==> src/rtl/debug_data_receiver_pkg.sv <==
// Shared constants and types for the debug serial frame receiver.
// The optional frame-error flag is enabled by defining DEBUG_RX_FRAME_ERR_EN.
package debug_data_receiver_pkg;

    // Payload width of one debug serial frame.
    localparam int DEBUG_DATA_W = 40;

    // Bit counter width: must be able to hold the value DEBUG_DATA_W itself.
    localparam int DEBUG_CNT_W  = $clog2(DEBUG_DATA_W + 1);

    // Receiver FSM: waiting for a frame marker, or shifting payload bits.
    typedef enum logic {
        ST_IDLE  = 1'b0,
        ST_SHIFT = 1'b1
    } rx_state_e;

endpackage

==> src/rtl/debug_data_receiver_ff2sync.sv <==
// Two-flop synchronizer for a single asynchronous bit into the clk domain.
// Both flops clear to 0 on reset.
module FF2SyncP (
    input  logic clk,
    input  logic rst_n,
    input  logic d,
    output logic q
);

    logic r_meta;

    // First flop may go metastable; second flop gives it a full cycle to settle.
    always_ff @(posedge clk or negedge rst_n) begin
        if (!rst_n) begin
            r_meta <= 1'b0;
            q      <= 1'b0;
        end else begin
            r_meta <= d;
            q      <= r_meta;
        end
    end

endmodule

==> src/rtl/debug_data_receiver.sv <==
// Debug serial frame receiver: oversamples sclk/sframe/sin in the clk domain,
// assembles MSB-first words and presents them on a one-deep valid/ready buffer.
// Optional sticky frame_err output is built when DEBUG_RX_FRAME_ERR_EN is defined.
//
// Handshake: out_valid is held with out_data stable until a clk edge where
// out_valid && out_ready; that edge consumes the word. A word that completes
// while the buffer is full and not being consumed is dropped and sets overrun.
module debug_data_receiver
    import debug_data_receiver_pkg::*;
#(
    parameter int DATA_W = DEBUG_DATA_W
) (
    input  logic              clk,
    input  logic              reset_n,
    input  logic              sclk,
    input  logic              sframe,
    input  logic              sin,
    output logic [DATA_W-1:0] out_data,
    output logic              out_valid,
    input  logic              out_ready,
    output logic              overrun,
`ifdef DEBUG_RX_FRAME_ERR_EN
    output logic              frame_err,
`endif
    output rx_state_e         dbg_state
);

    localparam int CNT_W = $clog2(DATA_W + 1);

    logic              w_sclk_s;
    logic              w_sframe_s;
    logic              w_sin_s;
    logic              w_sample;

    logic              r_sclk_d;
    rx_state_e         r_state;
    logic [CNT_W-1:0]  r_cnt;
    logic [DATA_W-1:0] r_shift;
    logic              r_done;

    rx_state_e         w_state_nxt;
    logic [CNT_W-1:0]  w_cnt_nxt;
    logic [DATA_W-1:0] w_shift_nxt;
    logic              w_done_nxt;

    FF2SyncP u_sync_sclk (
        .clk   (clk),
        .rst_n (reset_n),
        .d     (sclk),
        .q     (w_sclk_s)
    );

    FF2SyncP u_sync_sframe (
        .clk   (clk),
        .rst_n (reset_n),
        .d     (sframe),
        .q     (w_sframe_s)
    );

    FF2SyncP u_sync_sin (
        .clk   (clk),
        .rst_n (reset_n),
        .d     (sin),
        .q     (w_sin_s)
    );

    // Delayed synchronized sclk for rising-edge detection.
    always_ff @(posedge clk or negedge reset_n) begin
        if (!reset_n) begin
            r_sclk_d <= 1'b0;
        end else begin
            r_sclk_d <= w_sclk_s;
        end
    end

    // Sender changes data on falling sclk, so the rising edge is the safe sample point.
    assign w_sample = w_sclk_s & ~r_sclk_d;

    // FSM, bit counter, shift register and word-complete pulse registers.
    always_ff @(posedge clk or negedge reset_n) begin
        if (!reset_n) begin
            r_state <= ST_IDLE;
            r_cnt   <= '0;
            r_shift <= '0;
            r_done  <= 1'b0;
        end else begin
            r_state <= w_state_nxt;
            r_cnt   <= w_cnt_nxt;
            r_shift <= w_shift_nxt;
            r_done  <= w_done_nxt;
        end
    end

    // Next-state logic: a marked sample always (re)starts a frame; unmarked samples shift only in SHIFT.
    always_comb begin
        w_state_nxt = r_state;
        w_cnt_nxt   = r_cnt;
        w_shift_nxt = r_shift;
        w_done_nxt  = 1'b0;
        if (w_sample) begin
            if (w_sframe_s) begin
                w_shift_nxt = {{(DATA_W-1){1'b0}}, w_sin_s};
                w_cnt_nxt   = CNT_W'(1);
                w_state_nxt = ST_SHIFT;
            end else if (r_state == ST_SHIFT) begin
                w_shift_nxt = {r_shift[DATA_W-2:0], w_sin_s};
                w_cnt_nxt   = r_cnt + CNT_W'(1);
            end
            // Counter parks at DATA_W in IDLE until the next marker, so it never wraps.
            if ((w_state_nxt == ST_SHIFT) && (w_cnt_nxt == CNT_W'(DATA_W))) begin
                w_state_nxt = ST_IDLE;
                w_done_nxt  = 1'b1;
            end
        end
    end

    // One-deep output buffer: load on completion if free or draining, else flag overrun.
    always_ff @(posedge clk or negedge reset_n) begin
        if (!reset_n) begin
            out_data  <= '0;
            out_valid <= 1'b0;
            overrun   <= 1'b0;
        end else if (r_done) begin
            if (!out_valid || out_ready) begin
                out_data  <= r_shift;
                out_valid <= 1'b1;
            end else begin
                overrun   <= 1'b1;
            end
        end else if (out_valid && out_ready) begin
            out_valid <= 1'b0;
        end
    end

`ifdef DEBUG_RX_FRAME_ERR_EN
    logic w_restart;

    // A marker arriving mid-frame means the previous frame was cut short.
    assign w_restart = w_sample & w_sframe_s & (r_state == ST_SHIFT);

    // Sticky frame error, cleared only by reset.
    always_ff @(posedge clk or negedge reset_n) begin
        if (!reset_n) begin
            frame_err <= 1'b0;
        end else if (w_restart) begin
            frame_err <= 1'b1;
        end
    end
`endif

    assign dbg_state = r_state;

endmodule

==> config.mk <==
export PLATFORM = sky130hd
export DESIGN_NAME = debug_data_receiver
export DESIGN_NICKNAME = d
export VERILOG_FILES = /design/src/rtl/debug_data_receiver_pkg.sv /design/src/rtl/debug_data_receiver_ff2sync.sv /design/src/rtl/debug_data_receiver.sv
export SDC_FILE = /design/constraint.sdc
export NUM_CORES = 1
export LEC_CHECK = 0
export CAP_MARGIN = 5
export CORE_MARGIN = 2
export CORE_UTILIZATION = 50
export DETAILED_ROUTE_END_ITERATION = 8
export DONT_BUFFER_PORTS = 1
export GPL_TIMING_DRIVEN = 0
export PLACE_DENSITY = 0.62
export SYNTH_ARGS = -nofsm -noshare
export SYNTH_HDL_FRONTEND = slang
export SYNTH_SLANG_ARGS = --single-unit
==> constraint.sdc <==
create_clock -name clk -period 2.5 [get_ports clk]
set_input_delay 0.25 -clock clk [delete_from_list [all_inputs] [get_ports clk]]
set_output_delay 0.25 -clock clk [all_outputs]
set_load 0.02 [all_outputs]
==> key figures, run 1 <==
STA
  – Slew Limit Headroom: a little under 70%
  – Final setup vio count: 0
  – Max Clk Rate: 650 MHz
  – Worst Skew: around 0.005 ns
  – Pins Over Slew Limit: 0
  – Period utilization: 61.5%
  – Slew @ Worst Pin: between 0.4 and 0.5 ns
  – Setup_tns: 0 ns
  – PnR worst setup slack: between 0.9 and 1 ns
  – Final min period: 1.54 ns
  – Final hold vios: between 90 and 100
  – RSZ-0062 raised after global routing: false
  – Hold Worst Slack: -0.418 ns

Critical path
  – Slowest-stage cell, CP: dfrtp_1
  – Worst R2R Start: r_cnt[0]
  – Worst path max stage delay: approximately 0.48 ns
  – Startpoint Class: register
  – WS Path Type: register to register
  – Crit. End Element: register
  – Worst reg2reg endpoint: r_done
  – Worst endpoint required time: ~2.8 ns
  – Reg2reg setup slack: 0.96 ns
  – Critical path, cell by cell: ha_1, nand4b_1, a21oi_1, a211o_1, and3_1
  – Critical path arrival: between 1.5 and 2 ns
  – CP Max Fanout: 7
  – CP Launch Point: r_cnt[0]
  – Worst r2r path cells: 5

Clock tree
  – Clock slew at reported path FFs: around 0.08 ns
  – CTS max path bufs: 2
  – CTS tree: built
  – Post-CTS sizing: 0
  – CTS buffer count: 9
  – Clock Latency Late Sink: roughly 0.36 ns
  – Clock sink total: 97
  – Hold_buf cts: 3
  – Root Driver: clkbuf_8
  – Post-CTS Setup Inserts: 0
  – CTS H-Tree Depth: 3

Logic synthesis
  – FFs w/ async S/R, synth: 100%
  – Post-Synthesis Cells: 324
  – Netlist cell types: 36
  – Post-synth EDFFs: 0
  – Mean Syn Cell Area: 12.3 sq um
  – Most used DFF post-synth: dfrtp_1
  – Post-Syn Nets: ~330
  – Synthesized flop and latch total: 97
  – Syn Std Cell Area: approximately 0.0040 sq mm
  – YS warnings: 0
  – Sequential area share after synthesis: approximately three fifths

Floorplanning
  – Core area: just under 0.008 sq mm
  – Chip height: slightly above 90 um
  – # IOs: 49
  – Starting Density: between 50% and 60%
  – Die width: between 90 and 100 um
  – Die area: 0.00868 sq mm
  – Row count: 32

Placement
  – Gpl congestion: between 0.7 and 0.8
  – HPWL after DPL: ~4500 um
  – Number of port buffers: 0
  – Pre-CTS setup slack: slightly below 1 ns

GRT
  – Largest net degree at the start of global routing: between 90 and 100
  – Global Route Usage Sum: about 17%
  – First-pass GRT wire length: between 10000 and 15000 um
  – Vias in the first global route: between 2000 and 2500
  – Remaining global-route overflow: 0
  – Initial antenna violation count: 0

Drt
  – Vias per cell: 5.23
  – Post-Route WL: between 6000 and 7000 um
  – Drt first pass iters: 4
  – Starting DRT DRC Count: 132
  – Post-route ant nets: 0
  – # DRC: 0
  – WL per Instance: ~15 um
  – Routed via count: between 2000 and 2500

Pwr
  – PD cells: roughly 680 mW/mm^2
  – Max VDD drop: 0.296 mV
  – Lkg Pwr: 0.00197 uW

Hold path
  – HP Class: input pin to async pin

Finish
  – Area added between synthesis and finish: 8.65%
  – Layout cells sized above 1: ~23%
  – Nets: between 300 and 400
  – Antenna Cells: 0

Outcome
  – Failing checks: negative hold slack
  – Status: finished with violations

Run
  – Max cap viols: 0
==> registers in the layout, summed over array words and instances (netlist names) <==
| signal | flops |
|---|---|
| dbg_state | 1 |
| out_data | 40 |
| out_valid | 1 |
| overrun | 1 |
| r_cnt | 6 |
| r_done | 1 |
| r_sclk_d | 1 |
| r_shift | 40 |
| u_sync_sclk.q | 1 |
| u_sync_sclk.r_meta | 1 |
| u_sync_sframe.q | 1 |
| u_sync_sframe.r_meta | 1 |
| u_sync_sin.q | 1 |
| u_sync_sin.r_meta | 1 |
==> metrics by stage <==
stage | power (uW) | std cells | cell area (sq um) | utilization [%] | hold WS, ns
after floorplan | 1920 | 324 | 3980 | - | -0.0456
after global placement | 1960 | 426 | 4100 | 53.1 | -0.0423
after detailed placement | 1970 | 426 | 4100 | 53.1 | -0.0430
after CTS | 2970 | 444 | 4320 | 55.9 | -0.442
after global routing | 3080 | 444 | 4320 | 55.9 | -0.447
final | 2920 | 444 | 4320 | 55.9 | -0.418
==> cells in the final DEF (no fill, tap or decap), types with 2 or more instances in the layout <==
| cell type | count |
|---|---|
| clkbuf_1 | 10 |
| buf_2 | 3 |
| buf_4 | 5 |
| clkbuf_8 | 9 |
| a31oi_1 | 2 |
| nand2b_1 | 41 |
| nor3_1 | 2 |
| o21ai_1 | 11 |
| mux2_2 | 40 |
| a21oi_1 | 4 |
| clkinv_4 | 2 |
| dfrtp_1 | 97 |
| dlygate4sd3_1 | 3 |
| nand2_1 | 48 |
| nand4_4 | 2 |
| nor2_1 | 4 |
| buf_6 | 4 |
| o21ai_0 | 32 |
==> cell families after synthesis <==
| logic type | Yosys count | share of synthesized area, % |
|---|---|---|
| AO/OA/AOI/OAI | 54 | 7.58 |
| buffers and inverters | 21 | 3.30 |
| adder cells (fa/ha/maj) | 1 | 0.315 |
| XOR/XNOR | 1 | 0.409 |
| AND/OR/NAND/NOR | 108 | 15.4 |
| multiplexers | 42 | 12.0 |
| flip-flops | 97 | 61.0 |
==> final cells by class <==
cell class,instances,area [sq um]
plain buffers,20,128
clock buffers,11,131
clock inverters,4,55.1
fillers,648,3410
inverters,1,3.75
multi-input cells,206,1420
flip-flops and latches,97,2430
well taps,102,128
repair buffers,3,30.0
==> metal layers <==
layer  up-vias  GRT usage [%]  routed length, um
met5         -              0                  0
met3        10           6.04                412
met1      1149           23.9               3300
li1       1115              -                  -
met2        48           25.0               3010
met4         0           6.86                112
==> Yosys cell counts (2+ instances only) <==
cell type  instances  area share, %
dfrtp_1           97             61
nand2_1           48            4.5
nand2b_1          41            6.5
mux2_2            40             11
o21ai_0           32            4.0
o21ai_1           11            1.4
clkbuf_1           8           0.76
buf_4              5           0.94
a21oi_1            4           0.50
buf_6              4            1.1
nor2_1             4           0.38
buf_2              3           0.38
a31oi_1            2           0.31
nand4_4            2            1.1
nor3_1             2           0.25
==> report_power, final <==
group	internal, uW	switching, uW	total [uW]
clock network	462	518	980
registers	1620	68.6	1680
logic	119	140	259
==> critical path, delay by kind of cell (launching register included) <==
kind	cells	cell delay, ns
AOI/OAI and AO/OA	2	0.30
DFF	1	0.48
adders and majority gates	1	0.37
and+or+nand+nor	2	0.28
==> worst max path at each step <==
stage / endpoint / slack (ns) / depth (start not counted)
global placement: r_shift[10] / 0.99 / 3
CTS: r_shift[7] / 0.95 / 3
detailed placement: r_shift[3] / 0.97 / 3
global route: r_done / 0.84 / 5
finish: r_done / 0.96 / 5
floorplan: r_done / 1.10 / 5
No activity file was read; power rests on OpenSTA's default activity.
==> inputs of run 2 (changes only) <==
- ABC_AREA: not set -> 1
- PLACE_DENSITY: 0.62 -> 0.65
- clock period: 2.5 -> 1.3 ns (I/O delays scaled with it)
==> key figures, run 2 <==
Outcome
  – Status: finished with violations (unchanged)
  – Failing checks: negative hold slack, negative setup slack (was negative hold slack)

Critical path
  – Startpoint Class: register (unchanged)
  – Worst endpoint required time: 1.55 ns (was 2.75 ns)
  – CP Max Fanout: 5 (was 7)
  – Critical path arrival: 1.62 ns (was 1.78 ns)
  – WS Path Type: register to register (unchanged)
  – Crit. End Element: register (unchanged)

Drt
  – Routed via count: 2622 (was 2322)
  – Starting DRT DRC Count: 108 (was 132)
  – Post-route ant nets: 0 (unchanged)
  – Vias per cell: 5.11 (was 5.23)
  – WL per Instance: 14.3 um (was 15.4 um)
  – # DRC: 0 (unchanged)
  – Post-Route WL: 7320 um (was 6830 um)
  – Drt first pass iters: 5 (was 4)

Floorplanning
  – Core area: 0.00725 sq mm (was 0.00773 sq mm)
  – # IOs: 49 (unchanged)
  – Chip height: 90.6 um (was 93.2 um)
  – Starting Density: 51.6% (was 51.5%)
  – Die width: 90.6 um (was 93.2 um)
  – Row count: 31 (was 32)
  – Die area: 0.00820 sq mm (was 0.00868 sq mm)

Logic synthesis
  – Synth top area cells: dfrtp_1, o21ai_0, nand2_1 (was dfrtp_1, mux2_2, nand2b_1)
  – FFs w/ async S/R, synth: 100% (unchanged)
  – Netlist cell types: 19 (was 36)
  – Main combinational cell family by area after synthesis: simple AND/OR/NAND/NOR gates (unchanged)
  – XOR/XNOR Fraction of Synth Area: 0% (was 0.409%)
  – YS warnings: 0 (unchanged)
  – Yosys top cell by area: dfrtp_1 (unchanged)
  – Post-synthesis mux area share: 0% (was 12.0%)
  – Mean Syn Cell Area: 9.65 sq um (was 12.3 sq um)
  – Post-Syn Nets: 395 (was 331)
  – Area share of fa/ha/maj cells after synthesis: 0.334% (was 0.315%)
  – Post-synth top area share: 64.8% (was 61.0%)
  – Simple-Gate Fraction of Synth Area: 15.0% (was 15.4%)
  – Top-count cell post-synth: dfrtp_1 (unchanged)
  – Post-synth EDFFs: 0 (unchanged)
  – Synthesized flop and latch total: 97 (unchanged)
  – Commonest cells post-synth: dfrtp_1, o21ai_0, nand2_1 (was dfrtp_1, nand2_1, nand2b_1)
  – Sequential area share after synthesis: 64.8% (was 61.0%)
  – Post-Synthesis Cells: 388 (was 324)
  – Syn Std Cell Area: 0.00375 sq mm (was 0.00398 sq mm)
  – Compound-Gate Fraction of Synth Area: 12.0% (was 7.58%)
  – Most used DFF post-synth: dfrtp_1 (unchanged)

Clock tree
  – Root Driver: clkbuf_8 (unchanged)
  – Clock slew at reported path FFs: 0.09 ns (was 0.08 ns)
  – CTS tree: built (unchanged)
  – Clock Latency Late Sink: 0.35 ns (was 0.36 ns)
  – CTS max path bufs: 2 (unchanged)
  – CTS H-Tree Depth: 3 (unchanged)
  – CTS buffer count: 9 (unchanged)
  – Hold_buf cts: 4 (was 3)
  – Clock sink total: 97 (unchanged)

Placement
  – Gpl congestion: 0.796 (was 0.729)
  – HPWL after DPL: 4670 um (was 4470 um)
  – Number of port buffers: 0 (unchanged)

Finish
  – Register Area: 0.00243 sq mm (about the same)
  – Antenna Cells: 0 (unchanged)
  – Nets: 416 (was 345)
  – Layout cells sized above 1: 13.8% (was 23.1%)
  – Most frequent cells in the layout: dfrtp_1, nand2_1, o21ai_0 (was dfrtp_1, nand2_1, nand2b_1)
  – Most common cell after layout, fill and taps aside: dfrtp_1 (unchanged)
  – Area added between synthesis and finish: 13.9% (was 8.65%)
  – Top Registers: out_data (40), r_shift (40), r_cnt (6) (unchanged)
  – Fillers: 647 (was 648)
  – Multi-input logic area: 0.00106 sq mm (was 0.00142 sq mm)

Pwr
  – PD cells: 1290 mW/mm^2 (was 677 mW/mm^2)
  – Max VDD drop: 0.582 mV (was 0.296 mV)
  – Clock network fraction of total power: 37.9% (was 33.5%)
  – Part of the power in registers: 56.3% (was 57.6%)
  – Tot Pwr: 5510 uW (was 2920 uW)
  – Sw power: 1230 uW (was 727 uW)
  – P_int: 4280 uW (was 2200 uW)
  – Sw frac: 22.3% (was 24.9%)
  – Lkg Pwr: 0.00192 uW (was 0.00197 uW)
  – Combinational power share: 5.8% (was 8.9%)

STA
  – Final setup vio count: 27 (was 0)
  – Worst Skew: 0.00882 ns (was 0.00499 ns)
  – PnR worst setup slack: -0.0721 ns (was 0.963 ns)
  – RSZ-0062 raised after global routing: true (was false)
  – Pins Over Slew Limit: 0 (unchanged)
  – Period utilization: 106% (was 61.5%)
  – Final hold vios: 97 (unchanged)
  – Slew Limit Headroom: 71.1% (was 68.9%)
  – Max Clk Rate: 729 MHz (was 650 MHz)
  – Hold Worst Slack: -0.536 ns (was -0.418 ns)
  – Final min period: 1.37 ns (was 1.54 ns)
  – Slew @ Worst Pin: 0.434 ns (was 0.466 ns)

Run
  – Max cap viols: 0 (unchanged)

Hold path
  – HP Class: input pin to async pin (unchanged)

GRT
  – First-pass GRT wire length: 12600 um (was 11600 um)
  – Remaining global-route overflow: 0 (unchanged)
  – Global Route Usage Sum: 19.3% (was 17.2%)
  – Vias in the first global route: 2630 (was 2324)
  – Initial antenna violation count: 0 (unchanged)
  – Largest net degree at the start of global routing: 98 (unchanged)
==> run 2: cell count changes in the layout (fill, tap and decap cells not counted), moves of 4 or more <==
cell and delta:
a21oi_1 -4, buf_4 +6, clkbuf_1 -7, clkbuf_2 +5
clkbuf_4 +4, inv_1 +48, mux2_2 -40, nand2_1 +21
nand2b_1 -41, nand3_1 +45, o21ai_0 +30, o21ai_1 +11
==> run 2: metal layers <==
metal	vias to the layer above	wire [um]	part of all wire (%)	GRT usage, %
met5	-	0	0	0
met4	0	76	1.0	7.05
met3	6	433	5.9	6.34
met2	51	3330	45	28.4
met1	1280	3480	48	26.8
li1	1285	-	-	-
==> run 2: stage by stage <==
| step | cells | utilization [%] | cell area (sq um) | setup TNS, ns | setup slack, ns |
|---|---|---|---|---|---|
| global route | 513 | 58.8 | 4270 | -3.28 | -0.176 |
| detailed placement | 487 | 53.4 | 3870 | -11.10 | -0.196 |
| floorplan | 388 | - | 3750 | 0 | 0.0191 |
| global placement | 487 | 53.4 | 3870 | -9.84 | -0.164 |
| CTS | 510 | 57.6 | 4180 | -2.23 | -0.0780 |
| finish | 513 | 58.8 | 4270 | -0.738 | -0.0721 |
==> run 2: path summary, 6_finish.rpt <==
check	start	slack, ns	endpoint	cells past startpoint
setup / recovery	dbg_state	-0.07	dbg_state	9
hold / removal	reset_n	-0.54	r_cnt[2]	0
setup reg to reg	dbg_state	-0.07	dbg_state	9
hold reg to reg	u_sync_sin.r_meta	0.36	u_sync_sin.q	0
max in group asynchronous	reset_n	1.66	dbg_state	0
min in group clk	sin	0.33	u_sync_sin.r_meta	1
==> run 2: area by class of cell <==
cell class,instances,share of cell area [%]
plain buffers,22,3.72
clock buffers,11,3.08
clock inverters,5,1.88
inverters,51,4.60
multi-input cells,218,24.8
flip-flops and latches,97,57.0
well taps,99,2.90
repair buffers,10,2.08
==> run 2: cells by family (layout without fill, tap and decap cells) <==
group,count (synthesis),after routing
fa+ha+maj,1,1
buf+inv,73,99
flops,97,97
compound gates,88,88
simple gates,129,129
==> run 2: power groups by stage <==
stage	clock [uW]	combinational [uW]	sequential, uW
3_3_place_gp	0	213	3170
5_1_grt	2270	356	3110
6_report	2090	319	3110
4_1_cts	2150	261	3110
2_1_floorplan	0	171	3160
3_5_place_dp	0	216	3170
==> run 2: timing repair <==
item                                    4_1_cts  5_1_grt
resized for setup                            22       45
endpoints found under the hold margin       102       97
setup buffers                                 2        3
pin swaps                                     1        9
cloned                                        1        0
endpoints found under the setup margin       82       86
==> run 2: worst max-delay path, stage by stage, from the launching register on <==
cell     delay, ns
dfrtp_2       0.48
buf_6         0.15
nand2_1       0.06
nand2_1       0.06
nor2_2        0.11
nand3_1       0.10
nor2_1        0.12
nand2_1       0.08
nand2_1       0.07
nand2_1       0.04
